==> src/rtl/text_write_scheduler.sv <==
// Shares the character-buffer write port between two requesters (round-robin)
// and a full-screen clear engine sized by the latched resolution select.
module text_write_scheduler #(
  parameter int         COLS_S     = 80,
  parameter int         ROWS_S     = 60,
  parameter int         COLS_L     = 40,
  parameter int         ROWS_L     = 30,
  parameter logic [6:0] CLR_ASCII  = 7'h20,
  parameter logic [5:0] CLR_COLOUR = 6'b111111
) (
  input  logic       clock,
  input  logic       reset,
  input  logic       sL,
  input  logic       clear_req,
  input  logic       a_req,
  input  logic [6:0] a_x,
  input  logic [5:0] a_y,
  input  logic [6:0] a_ascii,
  input  logic [5:0] a_colour,
  output logic       a_ack,
  input  logic       b_req,
  input  logic [6:0] b_x,
  input  logic [5:0] b_y,
  input  logic [6:0] b_ascii,
  input  logic [5:0] b_colour,
  output logic       b_ack,
  output logic [6:0] wrx,
  output logic [5:0] wry,
  output logic       wren,
  output logic [6:0] wascii,
  output logic [5:0] wcolour,
  output logic       busy,
  output logic       done
);

  typedef enum logic {IDLE, CLEAR} state_t;

  state_t     state;
  logic       clr_mode;
  logic       sweep_fin;
  logic       last_b;
  logic [6:0] cx;
  logic [5:0] cy;

  logic [6:0] last_x;
  logic [5:0] last_y;
  logic       a_elig;
  logic       b_elig;
  logic       grant_a;
  logic       grant_b;

  // A requester whose ack is already high is skipped so a held request is not written twice.
  always_comb begin
    last_x  = clr_mode ? 7'(COLS_L - 1) : 7'(COLS_S - 1);
    last_y  = clr_mode ? 6'(ROWS_L - 1) : 6'(ROWS_S - 1);
    a_elig  = a_req & ~a_ack;
    b_elig  = b_req & ~b_ack;
    grant_a = a_elig & (~b_elig | last_b);
    grant_b = b_elig & ~grant_a;
  end

  always_ff @(posedge clock or posedge reset) begin
    if (reset) begin
      state     <= IDLE;
      clr_mode  <= 1'b0;
      sweep_fin <= 1'b0;
      last_b    <= 1'b1;
      cx        <= '0;
      cy        <= '0;
      wrx       <= '0;
      wry       <= '0;
      wren      <= 1'b0;
      wascii    <= '0;
      wcolour   <= '0;
      a_ack     <= 1'b0;
      b_ack     <= 1'b0;
      busy      <= 1'b0;
      done      <= 1'b0;
    end else begin
      wren  <= 1'b0;
      a_ack <= 1'b0;
      b_ack <= 1'b0;
      done  <= 1'b0;
      if (state == IDLE && clear_req) begin
        clr_mode  <= sL;
        cx        <= '0;
        cy        <= '0;
        sweep_fin <= 1'b0;
        busy      <= 1'b1;
        state     <= CLEAR;
      end else if (state == CLEAR && !sweep_fin) begin
        wren    <= 1'b1;
        wrx     <= cx;
        wry     <= cy;
        wascii  <= CLR_ASCII;
        wcolour <= CLR_COLOUR;
        if (cx == last_x) begin
          cx <= '0;
          if (cy == last_y) sweep_fin <= 1'b1;
          else              cy <= cy + 6'd1;
        end else begin
          cx <= cx + 7'd1;
        end
      end else begin
        // Reached from IDLE without a clear request, or on the edge that closes a sweep.
        if (state == CLEAR) begin
          state     <= IDLE;
          busy      <= 1'b0;
          done      <= 1'b1;
          sweep_fin <= 1'b0;
        end
        if (grant_a) begin
          wren    <= 1'b1;
          wrx     <= a_x;
          wry     <= a_y;
          wascii  <= a_ascii;
          wcolour <= a_colour;
          a_ack   <= 1'b1;
          last_b  <= 1'b0;
        end else if (grant_b) begin
          wren    <= 1'b1;
          wrx     <= b_x;
          wry     <= b_y;
          wascii  <= b_ascii;
          wcolour <= b_colour;
          b_ack   <= 1'b1;
          last_b  <= 1'b1;
        end
      end
    end
  end

endmodule

==> config.mk <==
export PLATFORM = sky130hd
export DESIGN_NAME = text_write_scheduler
export DESIGN_NICKNAME = d
export VERILOG_FILES = /design/src/rtl/text_write_scheduler.sv
export SDC_FILE = /design/constraint.sdc
export NUM_CORES = 1
export LEC_CHECK = 0
export ABC_CLOCK_PERIOD_IN_PS = 2300
export CAP_MARGIN = 40
export CELL_PAD_IN_SITES_DETAIL_PLACEMENT = 1
export CELL_PAD_IN_SITES_GLOBAL_PLACEMENT = 2
export CORE_AREA = 2 2 86 121
export CTS_CLUSTER_SIZE = 24
export DETAILED_ROUTE_END_ITERATION = 10
export DIE_AREA = 0 0 88 123
export PLACE_DENSITY_LB_ADDON = 0.05
export SLEW_MARGIN = 30
export SYNTH_ARGS = -nofsm -noshare
export SYNTH_HDL_FRONTEND = slang
export SYNTH_SLANG_ARGS = --single-unit
==> constraint.sdc <==
create_clock -name clock -period 2.3 [get_ports clock]
set_clock_uncertainty 0.05 [all_clocks]
set_input_delay 0.46 -clock clock [delete_from_list [all_inputs] [get_ports clock]]
set_output_delay 0.46 -clock clock [all_outputs]
set_load 0.05 [all_outputs]
# [After elaboration in Yosys (flattened, before gate mapping)]
# Index checks and enable logic that the tools add are counted.
[totals] wordCells=94 ff_bits=48 input_bits=58 output_inout_bits=31
[classes] add_sub_neg=2 n_eq_ne=6 n_reduce_logical=14 muxes=45 bitwise_logic=12
[ops] cell="7-bit 2-to-1 mux" n=10
[ops] cell="6-bit 2-to-1 mux" n=11
[ops] cell="1-bit 2-to-1 mux" n=24
[ops] cell="3-bit AND reduction" n=3
[ops] cell="2-bit nonzero test" n=4
[ops] cell="7-bit by 1-bit adder with 7-bit output (second input constant)" n=1
[ops] cell="7-bit == test" n=1
[ops] cell="1-bit inverter" n=7
[ops] cell="6-bit by 1-bit adder with 6-bit output (second input constant)" n=1
[ops] cell="6-bit == test" n=1
[ops] cell="3-bit by 2-bit inequality test with 1-bit output (second input constant)" n=2
[ops] cell="3-bit nonzero test" n=2
[ops] cell="1-bit AND" n=4
[ops] cell="2-bit inequality test (second input constant)" n=2
[ops] cell="2-bit AND reduction" n=2
[ops] cell="1-bit logical AND" n=2
[ops] cell="1-bit logical NOT" n=1
[ops] cell="1-bit OR" n=1

# [Logic depth before layout (Yosys ltp)]
# Gate-level depths: netlist of run 1.
[depth] ltp_word=11 ltp_mapped=7 depth_no_buf=5

# [Least setup slack after synthesis of run 1]
# No wires, ideal clock.
[synth_timing] path_type="register to register" startpoint="register a_ack" endpoint="register wascii[5]" n_path_buf=2 setup_ns=0.144 stages_incl_launch_ff=8 t_arrival_ns=2.025 synth_period_minus_slack_ns=2.219 slack_ns=0.081 t_required_ns=2.106 cell_sequence="dfrtp_1 > nand2b_1 > clkbuf_1 > a21o_1 > and2_1 > clkbuf_1 > clkinv_1 > a2bb2oi_1"
[synth_via] elab_chain_len=7 elab_cells_between_ends=9 classes_between="mux: 2; bitwise: 5; reduce/logical: 2"
[synth_rtl] item="from (decl)" line_no="20" rtl="output logic a_ack,"
[synth_rtl] item="from (signal assigned)" line_no="75" rtl="a_ack <= 1'b0;"
[synth_rtl] item="from (signal assigned)" line_no="81" rtl="a_ack <= 1'b0;"
[synth_rtl] item="from (signal assigned)" line_no="118" rtl="a_ack <= 1'b1;"
[synth_rtl] item="1-bit inverter *" line_no="56" rtl="a_elig = a_req & ~a_ack;"
[synth_rtl] item="1-bit AND *" line_no="56"
[synth_rtl] item="1-bit AND *" line_no="58" rtl="grant_a = a_elig & (~b_elig | last_b);"
[synth_rtl] item="1-bit inverter" line_no="59" rtl="grant_b = b_elig & ~grant_a;"
[synth_rtl] item="1-bit AND" line_no="59"
[synth_rtl] item="3-bit nonzero test (no source line)"
[synth_rtl] item="2-bit AND reduction (no source line)"
[synth_rtl] item="to (signal assigned)" line_no="116" rtl="wascii <= a_ascii;"
[synth_rtl] item="to (signal assigned)" line_no="124" rtl="wascii <= b_ascii;"
[synth_rtl] item="to (decl)" line_no="30" rtl="output logic [6:0] wascii,"
# Mark *: on every way between the ends. The rest lies on a longest branch, timed or not.
# A chain may end at the register's enable or synchronous reset.

# [Worst setup path after layout of run 1]
[layout_timing] startpoint="register clr_mode" endpoint="register cy[4]"
[layout_via] elab_chain_len=4 elab_cells_between_ends=7 classes_between="eq/ne: 3; mux: 2; reduce/logical: 2"
[layout_rtl] item="from (decl)" line_no="39" rtl="logic clr_mode;"
[layout_rtl] item="from (signal assigned)" line_no="85" rtl="clr_mode <= sL;"
[layout_rtl] item="6-bit 2-to-1 mux / 7-bit 2-to-1 mux (equally long branches)" line_no="55, 54"
[layout_rtl] item="6-bit == test / 7-bit == test (equally long branches)" line_no="99, 97"
[layout_rtl] item="2-bit inequality test (no source line) / 2-bit nonzero test (equally long branches)"
[layout_rtl] item="3-bit AND reduction (no source line) *"
[layout_rtl] item="to (signal assigned)" line_no="100" rtl="else cy <= cy + 6'd1;"
[layout_rtl] item="to (decl)" line_no="43" rtl="logic [5:0] cy;"
# Marks and branches as above.

==> results of run 1 <==
-- area by class of cell --
| class | instances | area (sq um) | area share, % |
|---|---|---|---|
| inverters | 3 | 11.26 | 0.2951 |
| flip-flops and latches | 48 | 1202 | 31.51 |
| repair buffers | 109 | 1051 | 27.54 |
| clock inverters | 2 | 35.03 | 0.9180 |
| well taps | 135 | 168.9 | 4.426 |
| clock buffers | 6 | 128.9 | 3.377 |
| multi-input cells | 183 | 1219 | 31.93 |
-- timing repair --
action	CTS	global route
hold buffers	0	0
resized for setup	0	1
endpoints found under the setup margin	0	1
-- state kept, by name (all words and copies together), names as in the netlist, 6 cells and up --
signal   cells
cx           7
wascii       7
wrx          7
cy           6
wcolour      6
wry          6
-- kinds of logic (layout without fill, tap and decap cells) --
| kind of cell | Yosys count | count (layout) | synth area share [%] |
|---|---|---|---|
| AND/OR/NAND/NOR | 98 | 98 | 21.36 |
| XOR/XNOR | 3 | 3 | 1.058 |
| buffers and inverters | 18 | 120 | 2.871 |
| adder cells (fa/ha/maj) | 2 | 2 | 1.007 |
| flip-flops | 48 | 48 | 48.41 |
| multiplexers | 11 | 11 | 4.584 |
| AO/OA/AOI/OAI | 69 | 69 | 20.71 |
-- routing by layer --
layer	share of wire (%)	wire (um)	vias to the layer above	global-route usage, %
met5	0	0	-	0
met3	6.0	478	6	5.073
met2	52	4139	57	27.27
met1	41	3320	1118	18.41
met4	1.2	95	0	4.327
li1	-	-	1129	-
-- critical path, stage by stage, from the launching register on --
cell	delay [ps]
dfrtp_1	460
or4bb_4	600
a211o_1	360
or4_1	520
a21oi_1	160
-- Yosys cell counts (2+ instances only) --
master and number:
a211oi_1 15, a21oi_1 4, a22o_1 5, a2bb2oi_1 7, a31oi_1 3, and2_1 3
and3_1 2, buf_2 3, clkbuf_1 11, clkinv_1 2, dfrtp_1 47, ha_1 2
mux2_2 3, mux2i_1 8, nand2_1 15, nand2b_1 4, nand3_1 20, nor2_1 25
nor2b_1 3, nor3b_1 17, nor4bb_1 2, o21ai_0 9, o2bb2ai_1 3, o31ai_1 14
or4bb_1 2, xnor2_1 2
-- power groups by stage --
stage / Sequential (mW) / Clock, mW / Combinational (mW)
3_3_place_gp: 1.21 / 0 / 1.28
3_5_place_dp: 1.22 / 0 / 1.29
4_1_cts: 1.21 / 0.857 / 1.30
5_1_grt: 1.23 / 0.893 / 1.38
2_1_floorplan: 1.52 / 0 / 0.438
6_report: 1.20 / 0.824 / 1.28
-- layout by cell type (no fill, tap or decap), types with 8 or more instances in the layout --
cell             instances
clkdlybuf4s50_1         88
nand2_1                 15
o21ai_0                  9
buf_4                   19
dfrtp_1                 47
mux2i_1                  8
nand3_1                 20
nor3b_1                 16
a211oi_1                15
o31ai_1                 14
nor2_1                  25
-- through the flow --
step	worst slack (ps)	std cells
after global placement	26.75	477
after global routing	2.923	486
after CTS	40.92	485
after floorplan	80.82	249
after detailed placement	-56.97	477
final	88.41	486
-- worst max-delay path by stage --
stage / from / depth (start not counted) / slack (ps) / end
4_1_cts: clr_mode$_DFFE_PP0P_ / 4 / 40 / cy[4]$_DFFE_PP0P_
6_report: clr_mode$_DFFE_PP0P_ / 4 / 90 / cy[4]$_DFFE_PP0P_
3_5_place_dp: clear_req / 6 / -60 / wcolour[3]$_DFFE_PP0P_
5_1_grt: clr_mode$_DFFE_PP0P_ / 4 / 3 / cy[4]$_DFFE_PP0P_
2_1_floorplan: a_ack$_DFF_PP0_ / 7 / 80 / wascii[5]$_DFFE_PP0P_
3_3_place_gp: clear_req / 7 / 30 / wcolour[3]$_DFFE_PP0P_
==> results.json, run 1 <==
{
  "dpl-instance-area_sq_mm": 0.003641,
  "fin_util_pct": 39.19,
  "synth-seq-cells": 48,
  "dieArea_sq_mm": 0.01082,
  "ios": 89,
  "rows": 43,
  "fin_area_sq_mm": 0.003816,
  "fmax_mhz": 452.2,
  "async_flop_share_pct": 100.0,
  "peakVddDrop_mv": 0.3382,
  "antenna_found_initial": 0,
  "slew_viol_final": 0,
  "wl_per_cell_um": 16.53,
  "p_sw_mw": 1.235,
  "initial_core_util_pct": 25.50,
  "dp_hpwl_mm": 6.286,
  "drtAntennaViolNets": 0,
  "htree_levels": 2,
  "ys_warn_count": 0,
  "internal_power_mw": 2.072,
  "r2r_slack_ps": 90,
  "timing.rr.start": "clr_mode$_DFFE_PP0P_",
  "post-cts-setup-buffer-count": 0,
  "path_class": "reg2reg",
  "grt_overflow": 0,
  "status": "finished clean",
  "rsz0062_at_grt": "no",
  "syn-cell-area_sq_mm": 0.002484,
  "vias_per_cell": 4.753,
  "yosysSeqAreaShare_pct": 48.41,
  "grt_max_degree": 33,
  "yosysTopAreaCellShare_pct": 47.36,
  "netSwitchingFraction_pct": 37.35,
  "grt_pass1_vias": 2533,
  "required_ps": 2470,
  "route.vias.total": 2310,
  "worstHoldPathType": "in2async",
  "postSynthCellCount": 249,
  "worstPathArrival_ps": 2380,
  "synth_edf_count": 0,
  "final_nets": 410,
  "grt_usage_pct": 15.71,
  "tns_ps": 0,
  "fin_crit_ps": 2212,
  "hold_viol_final": 0,
  "die_y_um": 123,
  "cts_root_buffer": "clkbuf_16",
  "p_total_mw": 3.307,
  "leakage_nw": 1.504,
  "regToRegEndpoint": "cy[4]$_DFFE_PP0P_",
  "drt_pass1_iterations": 4,
  "whs_ps": 427.3,
  "worst-path-max-fanout": 6,
  "drt_iter0_drc": 68,
  "worstSetupStartpointType": "register",
  "cts_sinks": 48,
  "rr_worst_depth": 4,
  "diodes": 0,
  "synthesis.nets": 309,
  "die_x_um": 88,
  "drive_gt1_share_pct": 11.40,
  "area_delta_synth_final_pct": 53.65,
  "cap_violations": 0,
  "combPwrFrac_pct": 38.8,
  "grt_pass1_wl_mm": 13.08,
  "maxSlewHeadroom_pct": 62.22,
  "portBuffers": 88,
  "fillCellCount": 1106,
  "cts_buffers": 5,
  "yosysTopAreaCell": "dfrtp_1",
  "cts_tree": "built",
  "core_area_sq_mm": 0.009738,
  "insertion_delay_ps": 290,
  "clkPwrFrac_pct": 24.9,
  "tightest_slew_ps": 564.9,
  "drt-total-wl_mm": 8.033,
  "place_congestion": 0.7282,
  "power-per-cell-area_mw_per_mm2": 866.7,
  "ys_types": 44,
  "synth_area_per_cell_sq_um": 9.974,
  "post-route-period-util_pct": 96.16,
  "drc": 0,
  "setup_viol": 0,
  "end_kind": "register",
  "synthTopCellsByArea": "dfrtp_1 47%, nor3b_1 5.1%, a211oi_1 4.5%",
  "clockBufferDepth": 2,
  "clk_pin_slew_ps": 70,
  "synthFlopType": "dfrtp_1",
  "seq_power_share_pct": 36.3
}
(Power assumes the default switching activity.)
==> inputs of run 2 (changes only) <==
- PLACE_DENSITY_LB_ADDON: 0.05 -> 0.1
- REMOVE_ABC_BUFFERS: default -> 1
==> run 2 against run 1 <==
Net effect:
- die area unchanged
- final area down 0.49%
- flip-flop and latch count unchanged
- final cell count up 0.21%
- global-route usage up 0.057 points
- clock-buffer cell count unchanged
- non-clock buffer count up 2
- sequential power about the same
- hold slack better by 12 ps
- first-iteration DRC count down 16%
==> results.json, run 2 (synthesis gave the netlist of run 1 again) <==
{
  "status": "finished clean",
  "cts_resized": 0,
  "die_y_um": 123,
  "area_delta_synth_final_pct": 52.90,
  "maxSlewHeadroom_pct": 49.59,
  "drt_pass1_iterations": 4,
  "antenna_found_initial": 0,
  "cts_sinks": 48,
  "worstPathArrival_ps": 2340,
  "path_class": "reg2reg",
  "rsz0062_at_grt": "no",
  "cts_buffers": 5,
  "ios": 89,
  "portBuffers": 88,
  "diodes": 0,
  "leakage_nw": 1.499,
  "peakVddDrop_mv": 0.2438,
  "route.vias.total": 2321,
  "place_congestion": 0.7117,
  "rr_worst_depth": 4,
  "fmax_mhz": 460.7,
  "required_ps": 2470,
  "drtAntennaViolNets": 0,
  "final_nets": 412,
  "drt_iter0_drc": 57,
  "setup_viol": 0,
  "busiest_layer": "met2",
  "timing.rr.start": "cx[6]$_DFFE_PP0P_",
  "tns_ps": 0,
  "top_regs": "cx: 7 flops, wascii: 7 flops, wrx: 7 flops",
  "vias_per_cell": 4.766,
  "core_area_sq_mm": 0.009738,
  "htree_levels": 2,
  "worstSetupStartpointType": "register",
  "worst-path-max-fanout": 6,
  "dieArea_sq_mm": 0.01082,
  "insertion_delay_ps": 290,
  "post-route-period-util_pct": 94.38,
  "drive_gt1_share_pct": 11.36,
  "rows": 43,
  "slew_viol_final": 0,
  "postCtsHoldBufs": 0,
  "post-cts-setup-buffer-count": 0,
  "final_common_cell": "clkdlybuf4s50_1",
  "end_kind": "register",
  "worstSetupStartpoint": "cx[6]$_DFFE_PP0P_",
  "r2r_slack_ps": 130,
  "tightest_slew_ps": 756.2,
  "die_x_um": 88,
  "grt_pass1_wl_mm": 13.14,
  "hold_viol_final": 0,
  "grt_util_met1_pct": 19.38,
  "grt_overflow": 0,
  "met3_usage_pct": 4.673,
  "cap_violations": 0,
  "cts_root_buffer": "clkbuf_16",
  "regToRegEndpoint": "cy[4]$_DFFE_PP0P_",
  "fillCellCount": 1112,
  "grt_usage_pct": 15.77,
  "wl_per_cell_um": 16.72,
  "worstHoldPathType": "in2async",
  "dp_hpwl_mm": 6.318,
  "drc": 0,
  "clockBufferDepth": 2,
  "power-per-cell-area_mw_per_mm2": 836.4,
  "grt_max_degree": 32,
  "cts_tree": "built",
  "grt_pass1_vias": 2508,
  "drt-total-wl_mm": 8.144,
  "endpoint": "cy[4]$_DFFE_PP0P_",
  "use_met2_pct": 26.66,
  "initial_core_util_pct": 25.50,
  "whs_ps": 439.4,
  "fin_crit_ps": 2171,
  "final_cell_mix": "88 x clkdlybuf4s50_1, 47 x dfrtp_1, 25 x nor2_1",
  "clk_pin_slew_ps": 70
}
==> run 2: cell types whose count changed in the layout (fill, tap and decap cells not counted) <==
cell	before	now
clkbuf_4	1	0
bufinv_16	1	0
or4bb_4	1	0
or4bb_1	1	2
buf_4	19	22
==> run 2: critical path, stage by stage, from the launching register on <==
cell and delay [ps]:
dfrtp_1 440, or4bb_1 590, a211o_1 370, or4_1 510, a21oi_1 150
==> run 2: cell type report <==
| class | count | area, sq um | area share, % |
|---|---|---|---|
| repair buffers | 111 | 1066 | 28.07 |
| clock inverters | 1 | 5.005 | 0.1318 |
| well taps | 135 | 168.9 | 4.448 |
| clock buffers | 6 | 128.9 | 3.394 |
| multi-input cells | 183 | 1215 | 31.99 |
| flip-flops and latches | 48 | 1202 | 31.66 |
| inverters | 3 | 11.26 | 0.2965 |
==> run 2: per-layer routing <==
metal	vias up	part of all wire [%]
li1	1124	-
met1	1133	41
met2	58	52
met3	6	5.9
met4	0	1.2
met5	-	0
==> run 2: worst min path at each step <==
stage | start | to | slack (ps) | cells past startpoint
floorplan | last_b$_DFFE_PP1P_ | last_b$_DFFE_PP1P_ | 450 | 2
global placement | wascii[2]$_DFFE_PP0P_ | wascii[2]$_DFFE_PP0P_ | 430 | 1
detailed placement | wascii[0]$_DFFE_PP0P_ | wascii[0]$_DFFE_PP0P_ | 430 | 1
CTS | wascii[2]$_DFFE_PP0P_ | wascii[2]$_DFFE_PP0P_ | 450 | 1
global route | wascii[0]$_DFFE_PP0P_ | wascii[0]$_DFFE_PP0P_ | 480 | 1
finish | reset | wascii[6]$_DFFE_PP0P_ | 440 | 2
==> run 2: metrics by stage <==
stage / instance area [sq um] / utilization (%) / worst slack, ps / instances / power [mW]
after floorplan: 2424 / - / -624.4 / 234 / 1.937
after global placement: 3664 / 37.62 / -17.97 / 480 / 2.493
after detailed placement: 3664 / 37.62 / -18.59 / 480 / 2.507
after CTS: 3797 / 39.00 / 110.2 / 487 / 3.233
after global routing: 3797 / 39.00 / 39.61 / 487 / 3.383
final: 3797 / 39.00 / 129.2 / 487 / 3.176
==> run 2: report_power, final <==
part | internal, mW | switching [mW] | total (mW)
combinational | 0.526 | 0.735 | 1.26
sequential | 1.03 | 0.174 | 1.21
clock | 0.396 | 0.313 | 0.709
total | 1.95 | 1.22 | 3.18
==> inputs of run 3 (changes only) <==
- REMOVE_ABC_BUFFERS: 1 -> default
==> run 3 against run 2 <==
Net effect:
- routed wire length rose by 0.69%
- clock-buffer cell count stayed put
- flip-flop and latch count unchanged
- sequential share of layout area is 0.23 points lower
- utilization increased by 0.28 points
- final cell count down 0.21%
- hold slack worse by 13 ps
- power grew 4.5%
- worst setup slack got worse by 22 ps
- die area unchanged
- non-clock buffer count shrank 2
- critical path type unchanged
==> results.json, run 3 (synthesis gave the netlist of run 1 again) <==
{
  "status": "finished clean",
  "use_met2_pct": 28.22,
  "tightest_slew_ps": 649.7,
  "insertion_delay_ps": 290,
  "drt_pass1_iterations": 4,
  "final_cell_mix": "88 x clkdlybuf4s50_1, 47 x dfrtp_1, 25 x nor2_1",
  "cap_violations": 0,
  "cts_tree": "built",
  "drtAntennaViolNets": 0,
  "maxSlewHeadroom_pct": 55.57,
  "netSwitchingFraction_pct": 37.44,
  "cp_cell_sequence": "or4bb_1 > a211o_1 > or4_1 > a21oi_1",
  "end_kind": "register",
  "ios": 89,
  "cts_sinks": 48,
  "rsz0062_at_grt": "no",
  "whs_ps": 426.4,
  "wl_per_cell_um": 16.87,
  "peakVddDrop_mv": 0.2690,
  "timing.rr.start": "cx[5]$_DFFE_PP0P_",
  "final_nets": 410,
  "worstHoldPathType": "in2async",
  "combPwrFrac_pct": 38.2,
  "clockBufferDepth": 2,
  "setup_viol": 0,
  "clk_pin_slew_ps": 70,
  "slowest_delay_ps": 590,
  "fmax_mhz": 456.0,
  "dp_hpwl_mm": 6.391,
  "hold_viol_final": 0,
  "p_sw_mw": 1.243,
  "instances_no_fill": 486,
  "tns_ps": 0,
  "fillCellCount": 1119,
  "path_class": "reg2reg",
  "leakage_nw": 1.509,
  "grt_util_met1_pct": 19.27,
  "cts_resized": 0,
  "rr_worst_depth": 4,
  "grt_pass1_vias": 2561,
  "endpoint": "cy[4]$_DFFE_PP0P_",
  "area_delta_synth_final_pct": 54.01,
  "diodes": 0,
  "regToRegEndpoint": "cy[4]$_DFFE_PP0P_",
  "cp_slowest_cell": "or4bb_1",
  "initial_core_util_pct": 25.50,
  "htree_levels": 2,
  "post-route-period-util_pct": 95.36,
  "p_total_mw": 3.320,
  "antenna_found_initial": 0,
  "rows": 43,
  "cts_root_buffer": "clkbuf_16",
  "postCtsHoldBufs": 0,
  "core_area_sq_mm": 0.009738,
  "grt_pass1_wl_mm": 13.42,
  "post-cts-setup-buffer-count": 0,
  "fin_crit_ps": 2193,
  "drive_gt1_share_pct": 11.11,
  "grt_overflow": 0,
  "worst-path-max-fanout": 5,
  "route.vias.total": 2299,
  "busiest_layer": "met2",
  "worstSetupStartpoint": "cx[5]$_DFFE_PP0P_",
  "place_congestion": 0.7188,
  "grt_max_degree": 29,
  "internal_power_mw": 2.077,
  "dpl.cell_count": 478,
  "vias_per_cell": 4.730,
  "worstSetupStartpointType": "register",
  "drt-total-wl_mm": 8.200,
  "clkPwrFrac_pct": 25.3,
  "portBuffers": 88,
  "path_buf_inv": 0,
  "dieArea_sq_mm": 0.01082,
  "power-per-cell-area_mw_per_mm2": 867.9,
  "cp.depth": 4,
  "grt_usage_pct": 16.45,
  "drt_iter0_drc": 84,
  "seq_power_share_pct": 36.5,
  "path_delay_family": "simple AND/OR/NAND/NOR gates",
  "slew_viol_final": 0,
  "final_common_cell": "clkdlybuf4s50_1",
  "die_y_um": 123,
  "worstPathArrival_ps": 2360,
  "met3_usage_pct": 5.140,
  "drc": 0,
  "cts_buffers": 5,
  "r2r_slack_ps": 110,
  "die_x_um": 88,
  "top_regs": "cx: 7 flops, wascii: 7 flops, wrx: 7 flops",
  "required_ps": 2470
}
[run 3: final cells by class]
type                       instances  area [sq um]  area share (%)
multi-input combinational        183          1215           31.76
sequential                        48          1202           31.44
timing repair buffer             109          1064           27.81
tap                              135         168.9           4.416
clock buffer                       6         128.9           3.369
clock inverter                     2         35.03          0.9159
inverter                           3         11.26          0.2944
[run 3: worst min path at each step]
stage | slack (ps) | start | endpoint
after floorplan | 450 | last_b$_DFFE_PP1P_ | last_b$_DFFE_PP1P_
after detailed placement | 430 | wascii[2]$_DFFE_PP0P_ | wascii[2]$_DFFE_PP0P_
after CTS | 430 | reset | busy$_DFFE_PP0P_
after global routing | 460 | reset | done$_DFF_PP0_
final | 430 | reset | busy$_DFFE_PP0P_
after global placement | 430 | wascii[2]$_DFFE_PP0P_ | wascii[2]$_DFFE_PP0P_
[run 3: power groups by stage]
stage	Sequential, mW	Clock, mW	Combinational [mW]
floorplan	1.52	0	0.438
global placement	1.22	0	1.27
detailed placement	1.23	0	1.29
CTS	1.22	0.883	1.29
global route	1.25	0.913	1.38
finish	1.21	0.841	1.27
[run 3: worst register-to-register path: cells and delay by family, from the launching register on]
| kind | cells | cell delay, ps |
|---|---|---|
| AND/OR/NAND/NOR | 2 | 1100 |
| AO/OA/AOI/OAI | 2 | 520 |
| flip-flops | 1 | 450 |
[run 3: metal layers]
metal  up-vias  share of wire [%]
li1       1130                  -
met1      1111                 41
met2        51                 53
met3         7                5.7
met4         0                1.0
met5         -                  0
[run 3: per-stage QoR]
stage	cell area [sq um]	worst slack [ps]	utilization, %
after floorplan	2484	80.82	-
after global placement	3661	56.40	37.59
after detailed placement	3661	53.98	37.59
after CTS	3825	93.78	39.28
after global routing	3825	2.125	39.28
final	3825	106.8	39.28
